--- config.mk ---
export PLATFORM = sky130hd
export DESIGN_NAME = apb4_req_master
export DESIGN_NICKNAME = d
export VERILOG_FILES = /design/src/rtl/apb4_req_master.sv
export SDC_FILE = /design/constraint.sdc
export NUM_CORES = 1
export LEC_CHECK = 0
export BUFFER_PORTS_ARGS = -buffer_cell sky130_fd_sc_hd__buf_2
export CELL_PAD_IN_SITES_DETAIL_PLACEMENT = 1
export CELL_PAD_IN_SITES_GLOBAL_PLACEMENT = 1
export CORE_MARGIN = 2
export CORE_UTILIZATION = 29
export CTS_CLUSTER_DIAMETER = 100
export DETAILED_ROUTE_END_ITERATION = 7
export PLACE_DENSITY = 0.85
export SYNTH_ARGS = -nofsm -noshare
export SYNTH_HDL_FRONTEND = slang
export SYNTH_SLANG_ARGS = --single-unit
--- constraint.sdc ---
create_clock -name clk_i -period 1.5 [get_ports clk_i]
set_input_delay 0 -clock clk_i [delete_from_list [all_inputs] [get_ports clk_i]]
set_output_delay 0 -clock clk_i [all_outputs]
set_load 0.01 [all_outputs]
--- src/rtl/apb4_req_master.sv ---
// APB4 requester: turns a valid/ready command stream into single APB4 transfers, one outstanding.
// Define APB4_MST_TIMEOUT_EN to abort ACCESS phases that exceed TIMEOUT_CYC cycles.
module apb4_req_master #(
  parameter int ADDR_WIDTH  = 32,
  parameter int DATA_WIDTH  = 32,
  parameter int TIMEOUT_CYC = 255
) (
  input  logic                    clk_i,
  input  logic                    rst_n_i,
  input  logic                    req_valid_i,
  output logic                    req_ready_o,
  input  logic                    req_write_i,
  input  logic [ADDR_WIDTH-1:0]   req_addr_i,
  input  logic [DATA_WIDTH-1:0]   req_wdata_i,
  input  logic [DATA_WIDTH/8-1:0] req_strb_i,
  output logic                    rsp_valid_o,
  input  logic                    rsp_ready_i,
  output logic [DATA_WIDTH-1:0]   rsp_rdata_o,
  output logic                    rsp_err_o,
  output logic [ADDR_WIDTH-1:0]   paddr_o,
  output logic [2:0]              pprot_o,
  output logic                    psel_o,
  output logic                    penable_o,
  output logic                    pwrite_o,
  output logic [DATA_WIDTH-1:0]   pwdata_o,
  output logic [DATA_WIDTH/8-1:0] pstrb_o,
  input  logic                    pready_i,
  input  logic [DATA_WIDTH-1:0]   prdata_i,
  input  logic                    pslverr_i
);

  // state  | meaning
  // IDLE   | ready for a command
  // SETUP  | psel high, penable low, one cycle
  // ACCESS | psel and penable high, waiting on pready
  // RESP   | response held until consumed
  typedef enum logic [1:0] {IDLE, SETUP, ACCESS, RESP} state_t;

  state_t state;

`ifdef APB4_MST_TIMEOUT_EN
  localparam int CNT_W = (TIMEOUT_CYC < 2) ? 1 : $clog2(TIMEOUT_CYC + 1);
  logic [CNT_W-1:0] access_cnt;
  logic             timed_out;
  // Counter holds completed wait cycles, so the last permitted ACCESS cycle sees TIMEOUT_CYC-1.
  assign timed_out = (access_cnt == CNT_W'(TIMEOUT_CYC - 1));
`endif

  assign pprot_o = 3'b000;

  always_ff @(posedge clk_i) begin
    if (!rst_n_i) begin
      state       <= IDLE;
      req_ready_o <= 1'b1;
      psel_o      <= 1'b0;
      penable_o   <= 1'b0;
      pwrite_o    <= 1'b0;
      paddr_o     <= '0;
      pwdata_o    <= '0;
      pstrb_o     <= '0;
      rsp_valid_o <= 1'b0;
      rsp_rdata_o <= '0;
      rsp_err_o   <= 1'b0;
`ifdef APB4_MST_TIMEOUT_EN
      access_cnt  <= '0;
`endif
    end else begin
      case (state)
        IDLE: begin
          if (req_valid_i) begin
            state       <= SETUP;
            req_ready_o <= 1'b0;
            psel_o      <= 1'b1;
            pwrite_o    <= req_write_i;
            paddr_o     <= req_addr_i;
            // Reads must present zero strobes and data on the bus.
            pwdata_o    <= req_write_i ? req_wdata_i : '0;
            pstrb_o     <= req_write_i ? req_strb_i : '0;
          end
        end
        SETUP: begin
          state     <= ACCESS;
          penable_o <= 1'b1;
`ifdef APB4_MST_TIMEOUT_EN
          access_cnt <= '0;
`endif
        end
        ACCESS: begin
          if (pready_i) begin
            state       <= RESP;
            psel_o      <= 1'b0;
            penable_o   <= 1'b0;
            rsp_valid_o <= 1'b1;
            rsp_rdata_o <= pwrite_o ? '0 : prdata_i;
            rsp_err_o   <= pslverr_i;
          end
`ifdef APB4_MST_TIMEOUT_EN
          else if (timed_out) begin
            state       <= RESP;
            psel_o      <= 1'b0;
            penable_o   <= 1'b0;
            rsp_valid_o <= 1'b1;
            rsp_rdata_o <= '0;
            rsp_err_o   <= 1'b1;
          end else begin
            access_cnt <= access_cnt + 1'b1;
          end
`endif
        end
        RESP: begin
          if (rsp_ready_i) begin
            state       <= IDLE;
            rsp_valid_o <= 1'b0;
            req_ready_o <= 1'b1;
          end
        end
        default: begin
          state       <= IDLE;
          req_ready_o <= 1'b1;
          psel_o      <= 1'b0;
          penable_o   <= 1'b0;
          rsp_valid_o <= 1'b0;
        end
      endcase
    end
  end

endmodule

==> reports/results.tsv, run 1 <==
metric	value	unit
hpwl	9250	microns
status	complete, no violations	
clock_latency	0.35	ns
crit_buf_inv	2	
core-area	0.0150	sq mm
min_path_cells	2	
cp-end-kind	flip-flop	
cpLargestDelayFamily	flip-flops	
setup-tns-final	0	ns
slowest_delay	0.35	ns
rows	45	
port_buffers	212	
pwr-share-seq	38.2	%
grt_pass1_vias	5053	
r2r_end	pwdata_o[6]$_SDFFE_PN0P_	
routabilityCongestion	0.735	
power_leakage	3.09	nW
avgSynthCellArea	8.60	sq um
ys_warn_count	0	
setup_violations	0	
nFillCells	1765	
htree_levels	3	
die_area	0.0162	sq mm
p_comb_share	33.1	%
synthCells	514	
synth_top_area_share	48.9	%
cts_sinks	108	
worst_ep_required_time	1.78	ns
start_util	29.4	%
p_int	6.06	mW
drive_above_1_share	33.6	%
hold_start	rst_n_i	
grt_overflow_total	0	
min_period	1.45	ns
fmax	692	MHz
worstPathArrival	1.72	ns
reg2reg_depth	6	
area_growth	60.4	%
crit_path_cell_trace	inv_1, ha_2, and2_4, buf_12, nand3_1, a21oi_1	
ys_seq_area_share	48.9	%
grt_pass1_wl	26400	microns
critPathLaunchType	flip-flop	
grt_max_degree	60	
synth_area_leader_cell	dfxtp_1	
final_common_cell	buf_2	
r2r-start	state[1]$_SDFFE_PN0P_	
seqCellArea	0.00216	sq mm
fin_skew	0.00791	ns
hold_viol	0	
hp-class	input pin to flip-flop	
p_per_area	1280	mW/mm^2
layout.nets	924	
drt_pass1_iterations	4	
most-common-layout-cells	212 x buf_2, 136 x nand2_1, 106 x dfxtp_1, 101 x dlygate4sd3_1, 60 x a21oi_1	
track_usage	20.4	%
ys_ff_latch	108	
drc	0	
p_switching	3.03	mW
cp.depth	6	
post_cts_buffers	0	
die_h	127	microns
drtIter0Drc	143	
min_to	req_ready_o$_SDFFE_PN1P_	
maxCapViolations	0	
clkPwrFrac	28.7	%
synth_cell_types	39	
finalCritPeriodShare	96.3	%
rrSetupSlack	0.05	ns
switching_share	33.3	%
rsz0062_at_grt	true	
cts_buffers	9	
vias	4927	
wl_per_cell	17.5	microns
antenna_found_initial	1	
drtAntennaViolNets	0	
multi_input_area	0.00199	sq mm
p_total	9.09	mW
syn-cell-area	0.00442	sq mm
slew_viol_final	0	
drt_wl_total	17600	microns
clk_pin_slew	0.07	ns
ios	216	
cp_slowest_cell	dfxtp_2	
crit_fanout	28	
vias_per_cell	4.91	
synthTopCellsByArea	dfxtp_1 49%, nand2_1 12%, a21oi_1 7.1%, nand4b_1 6.3%, a21boi_0 5.3%	
peakVddDrop	541	uV
cts_root_buf	clkbuf_16	
cts_tree	built	
die_x	127	microns
worstSetupPathType	flip-flop to flip-flop	
cts_buffer_depth	2	
==> routing by layer <==
layer	wire [microns]	share of wire, %	vias up	global-route usage, %
met5	0	0	-	0
met4	637	3.6	0	10.1
met3	1130	6.4	44	5.23
met2	8680	49	197	34.8
met1	7160	41	2352	23.7
li1	-	-	2334	-
==> flip-flops by register name (all words and copies together), names as in the netlist <==
| name | count |
|---|---|
| penable_o | 1 |
| pwdata_o | 32 |
| rsp_rdata_o | 32 |
| rsp_valid_o | 1 |
| req_ready_o | 1 |
| pstrb_o | 4 |
| state | 2 |
| rsp_err_o | 1 |
| paddr_o | 32 |
| pwrite_o | 1 |
| psel_o | 1 |
==> timing repair <==
item	CTS	global route
hold buffers	101	0
setup endpoints to repair	0	24
hold endpoints to repair	101	0
gates resized for setup	0	9
==> per-stage QoR <==
step           utilization (%)  hold WS (ns)  std cells  cell area (sq um)  worst slack, ns
2_1_floorplan                -         0.127        516               4430           0.0227
3_3_place_gp              37.6         0.241        883               5650            0.108
3_5_place_dp              37.6         0.248        883               5650           0.0612
4_1_cts                   46.5      0.000536       1000               6980           0.0508
5_1_grt                   47.2        0.0264       1004               7090          -0.0218
6_report                  47.2        0.0170       1004               7090           0.0550
==> kinds of logic (layout without fill, tap and decap cells) <==
group | Yosys count | after routing | share of synthesized area, %
AOI/OAI and AO/OA | 113 | 113 | 16.0
adders and majority gates | 7 | 7 | 1.98
buffers and inverters | 51 | 350 | 6.79
DFF | 108 | 108 | 48.9
muxes | 2 | 2 | 0.481
other | 1 | 4 | 0.0849
and+or+nand+nor | 232 | 232 | 25.8
==> synth_stat cells, drive strengths merged <==
master  number
buf         29
o211a        1
nand4        1
a41oi        1
nand4b      32
nor4bb       1
nand2b       4
clkbuf      19
conb         1
o21ba        1
nor3         3
nor2         2
ha           7
nand2      140
nand3       41
and2         1
o21ai        2
nor2b        5
a31o         1
mux2i        1
dfxtp      108
a21boi      32
inv          3
o211ai       1
mux2         1
o31ai        1
nor3b        1
a21oi       73
or2          1
==> worst max path at each step <==
stage | from | to | slack, ns
3_3_place_gp | state[1]$_SDFFE_PN0P_ | req_ready_o$_SDFFE_PN1P_ | 0.11
6_report | state[1]$_SDFFE_PN0P_ | pwdata_o[6]$_SDFFE_PN0P_ | 0.05
2_1_floorplan | state[1]$_SDFFE_PN0P_ | paddr_o[24]$_SDFFE_PN0P_ | 0.02
4_1_cts | state[1]$_SDFFE_PN0P_ | req_ready_o$_SDFFE_PN1P_ | 0.05
3_5_place_dp | state[1]$_SDFFE_PN0P_ | req_ready_o$_SDFFE_PN1P_ | 0.06
5_1_grt | state[0]$_SDFFE_PN0P_ | pwdata_o[6]$_SDFFE_PN0P_ | -0.02
==> power by group through the flow <==
stage / Combinational (mW) / Sequential, mW / Clock (mW)
3_3_place_gp: 2.48 / 3.50 / 0
6_report: 3.01 / 3.47 / 2.61
2_1_floorplan: 1.49 / 3.66 / 0
3_5_place_dp: 2.52 / 3.52 / 0
5_1_grt: 3.28 / 3.52 / 2.79
4_1_cts: 2.73 / 3.46 / 2.68
==> final cells by class <==
class | instances | share of cell area, %
Antenna cell | 1 | 0.0353
Clock inverter | 7 | 1.39
Timing Repair Buffer | 331 | 33.4
Multi-Input combinational cell | 357 | 28.0
Inverter | 3 | 0.159
Clock buffer | 9 | 3.18
Sequential cell | 108 | 30.5
Tap cell | 188 | 3.32
==> worst register-to-register path, stage by stage (launching register included) <==
cell,delay [ns]
dfxtp_2,0.35
inv_1,0.10
ha_2,0.23
and2_4,0.21
buf_12,0.18
nand3_1,0.14
a21oi_1,0.18
(Power assumes the default switching activity.)
==> run 2, diff against run 1 <==
- ABC_AREA: not set -> 1
- BUFFER_PORTS_ARGS: -buffer_cell sky130_fd_sc_hd__buf_2 -> not set
- CORE_MARGIN: 2 -> 3
- CORE_UTILIZATION: 29 -> 38
- DONT_BUFFER_PORTS: not set -> 1
- PLACE_DENSITY: 0.85 -> 0.83
==> run 2 against run 1 <==
  * Die area is 26% lower
  * Highest routed layer unchanged
  * Sequential cell count stayed put
  * Power is 5.5% lower
  * The flow now finishes with violations (hold timing)
==> reports/results.tsv, run 2 <==
metric	value	unit
track_usage	23.4	%
drt_pass1_iterations	4	
synth_area_leader_cell	dfxtp_1	
cpLargestDelayFamily	buffers and inverters	
syn-cell-area	0.00406	sq mm
htree_levels	3	
grt_max_degree	50	
cts_sinks	108	
cp-end-kind	flip-flop	
vias_per_cell	5.23	
final_common_cell	nand2_1	
fin_skew	0.0108	ns
power_leakage	2.12	nW
worstPathArrival	1.75	ns
clk_pin_slew	0.11	ns
p_total	8.59	mW
maxCapViolations	0	
layout.nets	720	
synth-async-reset-ratio	0	%
drt_wl_total	14900	microns
synthCells	509	
ctsHoldBuffers	106	
synth_top_area_share	53.2	%
drc	0	
whs	-0.0188	ns
die_area	0.0120	sq mm
wl_per_cell	19.9	microns
antenna_found_initial	1	
grt_pass1_wl	21700	microns
cts_root_buf	clkbuf_8	
finalCritPeriodShare	98.7	%
synth_ff_type	dfxtp_1	
rows	37	
worstSetupPathType	flip-flop to flip-flop	
peakVddDrop	664	uV
area_growth	37.6	%
synth-edff-count	0	
core-area	0.0104	sq mm
hp-class	input pin to flip-flop	
yosysMostFrequentCell	nand2_1	
ys_seq_area_share	53.2	%
min_period	1.48	ns
grt_pass1_vias	4281	
avgSynthCellArea	7.98	sq um
place_inst	624	
die_x	109	microns
port_buffers	0	
cts_tree	built	
hold_viol	18	
synth_cell_types	22	
drtAntennaViolNets	0	
crit_fanout	14	
routabilityCongestion	0.788	
status	finished, violations left	
die_h	109	microns
setup_violations	0	
crit_buf_inv	3	
fin_cells	748	
clock_latency	0.37	ns
reg.largest.list	paddr_o (32), pwdata_o (32), rsp_rdata_o (32)	
ys_warn_count	0	
drive_above_1_share	10.1	%
worst_ep_required_time	1.77	ns
most-common-layout-cells	113 x nand2_1, 106 x dfxtp_1, 105 x dlygate4sd3_1, 74 x nor2_1, 60 x a21oi_1	
fmax	675	MHz
ios	216	
slowest_delay	0.35	ns
cts_buffers	9	
rsz0062_at_grt	true	
cts_buffer_depth	2	
stdcell_area	0.00559	sq mm
critPathLaunchType	flip-flop	
placed_area	0.00423	sq mm
start_util	39.2	%
p_per_area	1540	mW/mm^2
grt_overflow_total	0	
crit_path_cell_trace	inv_1, ha_2, nand2_4, buf_4, buf_12, o21ai_0, nor2_1	
cp_slowest_cell	dfxtp_2	
violations	hold timing	
synthTopCellsByArea	dfxtp_1 53%, nand2_1 11%, a21oi_1 7.4%, nor2_1 6.8%, nand3_1 4.6%	
drtIter0Drc	197	
hpwl	8120	microns
ys_ff_latch	108	
slew_viol_final	0	
vias	3911	
synth_commonest_cells	114 x nand2_1, 108 x dfxtp_1, 74 x nor2_1, 60 x a21oi_1, 37 x nand3_1	
## run 2: cell count changes in the layout (fill, tap and decap cells not counted), moves of 9 or more
cell / delta
buf_2: -212
nor2_1: +72
nand4b_1: -32
a21boi_0: -30
o21ai_0: +30
nand2_1: -23
clkbuf_16: -11
clkbuf_8: +9
## run 2: worst reg2reg max path: cells and delay by family (launching register included)
family,cells,cell delay [ns]
AO/OA/AOI/OAI,1,0.18
adder cells (fa/ha/maj),1,0.26
buffers and inverters,3,0.44
flip-flops,1,0.35
AND/OR/NAND/NOR,2,0.15
## run 2: cells by family (layout without fill, tap and decap cells)
logic type                 Yosys count  after routing  synth area share, %
and+or+nand+nor                    238            238                 24.4
adders and majority gates            7              7                 2.16
AOI/OAI and AO/OA                  107            107                 14.2
DFF                                108            108                 53.2
buffers and inverters               48            148                 5.94
other                                1              4               0.0923
## run 2: area by class of cell
class,count,area [sq um]
repair buffers,120,1280
fillers,1198,4780
clock buffers,9,124
multi-input cells,355,1690
flip-flops and latches,108,2160
well taps,136,170
inverters,12,50.0
clock inverters,7,108
diodes,1,2.50
## run 2: what timing repair did
action,in CTS,in global routing
endpoints found under the setup margin,46,68
gates cloned,0,1
hold endpoints to repair,108,28
buffers inserted,0,0
gates resized for setup,4,9
pin swaps,0,1
## run 2: worst paths after layout
check	from	to	slack (ns)	cells past startpoint
hold reg to reg	pwdata_o[3]$_SDFFE_PN0P_	pwdata_o[3]$_SDFFE_PN0P_	0.53	2
setup / recovery	state[0]$_SDFFE_PN0P_	rsp_err_o$_SDFFE_PN0P_	0.02	7
hold / removal	pready_i	rsp_rdata_o[22]$_SDFFE_PN0P_	-0.02	4
setup reg to reg	state[0]$_SDFFE_PN0P_	rsp_err_o$_SDFFE_PN0P_	0.02	7
## run 2: layer usage
metal  part of all wire, %  routed length, microns  global-route usage, %  up-vias
li1                      -                       -                      -     1828
met1                    36                    5330                   22.9     1872
met2                    53                    7950                   44.4      184
met3                   8.9                    1320                   8.34       27
met4                   2.1                     313                   9.26        0
met5                     0                       0                      0        -
## run 2: stage by stage
stage | setup slack, ns | setup TNS (ns) | utilization, %
floorplan | 0.0812 | 0 | -
global placement | -0.00378 | -0.00378 | 40.8
detailed placement | -0.139 | -2.78 | 40.8
CTS | 0.0302 | 0 | 53.4
global route | -0.0218 | -0.0262 | 53.9
finish | 0.0192 | 0 | 53.9
## run 2: power by group
group / total [mW] / leakage [nW] / internal, mW / switching (mW)
clock network: 2.01 / 0.113 / 0.969 / 1.04
logic: 2.55 / 1.12 / 1.04 / 1.51
registers: 4.03 / 0.883 / 3.39 / 0.639
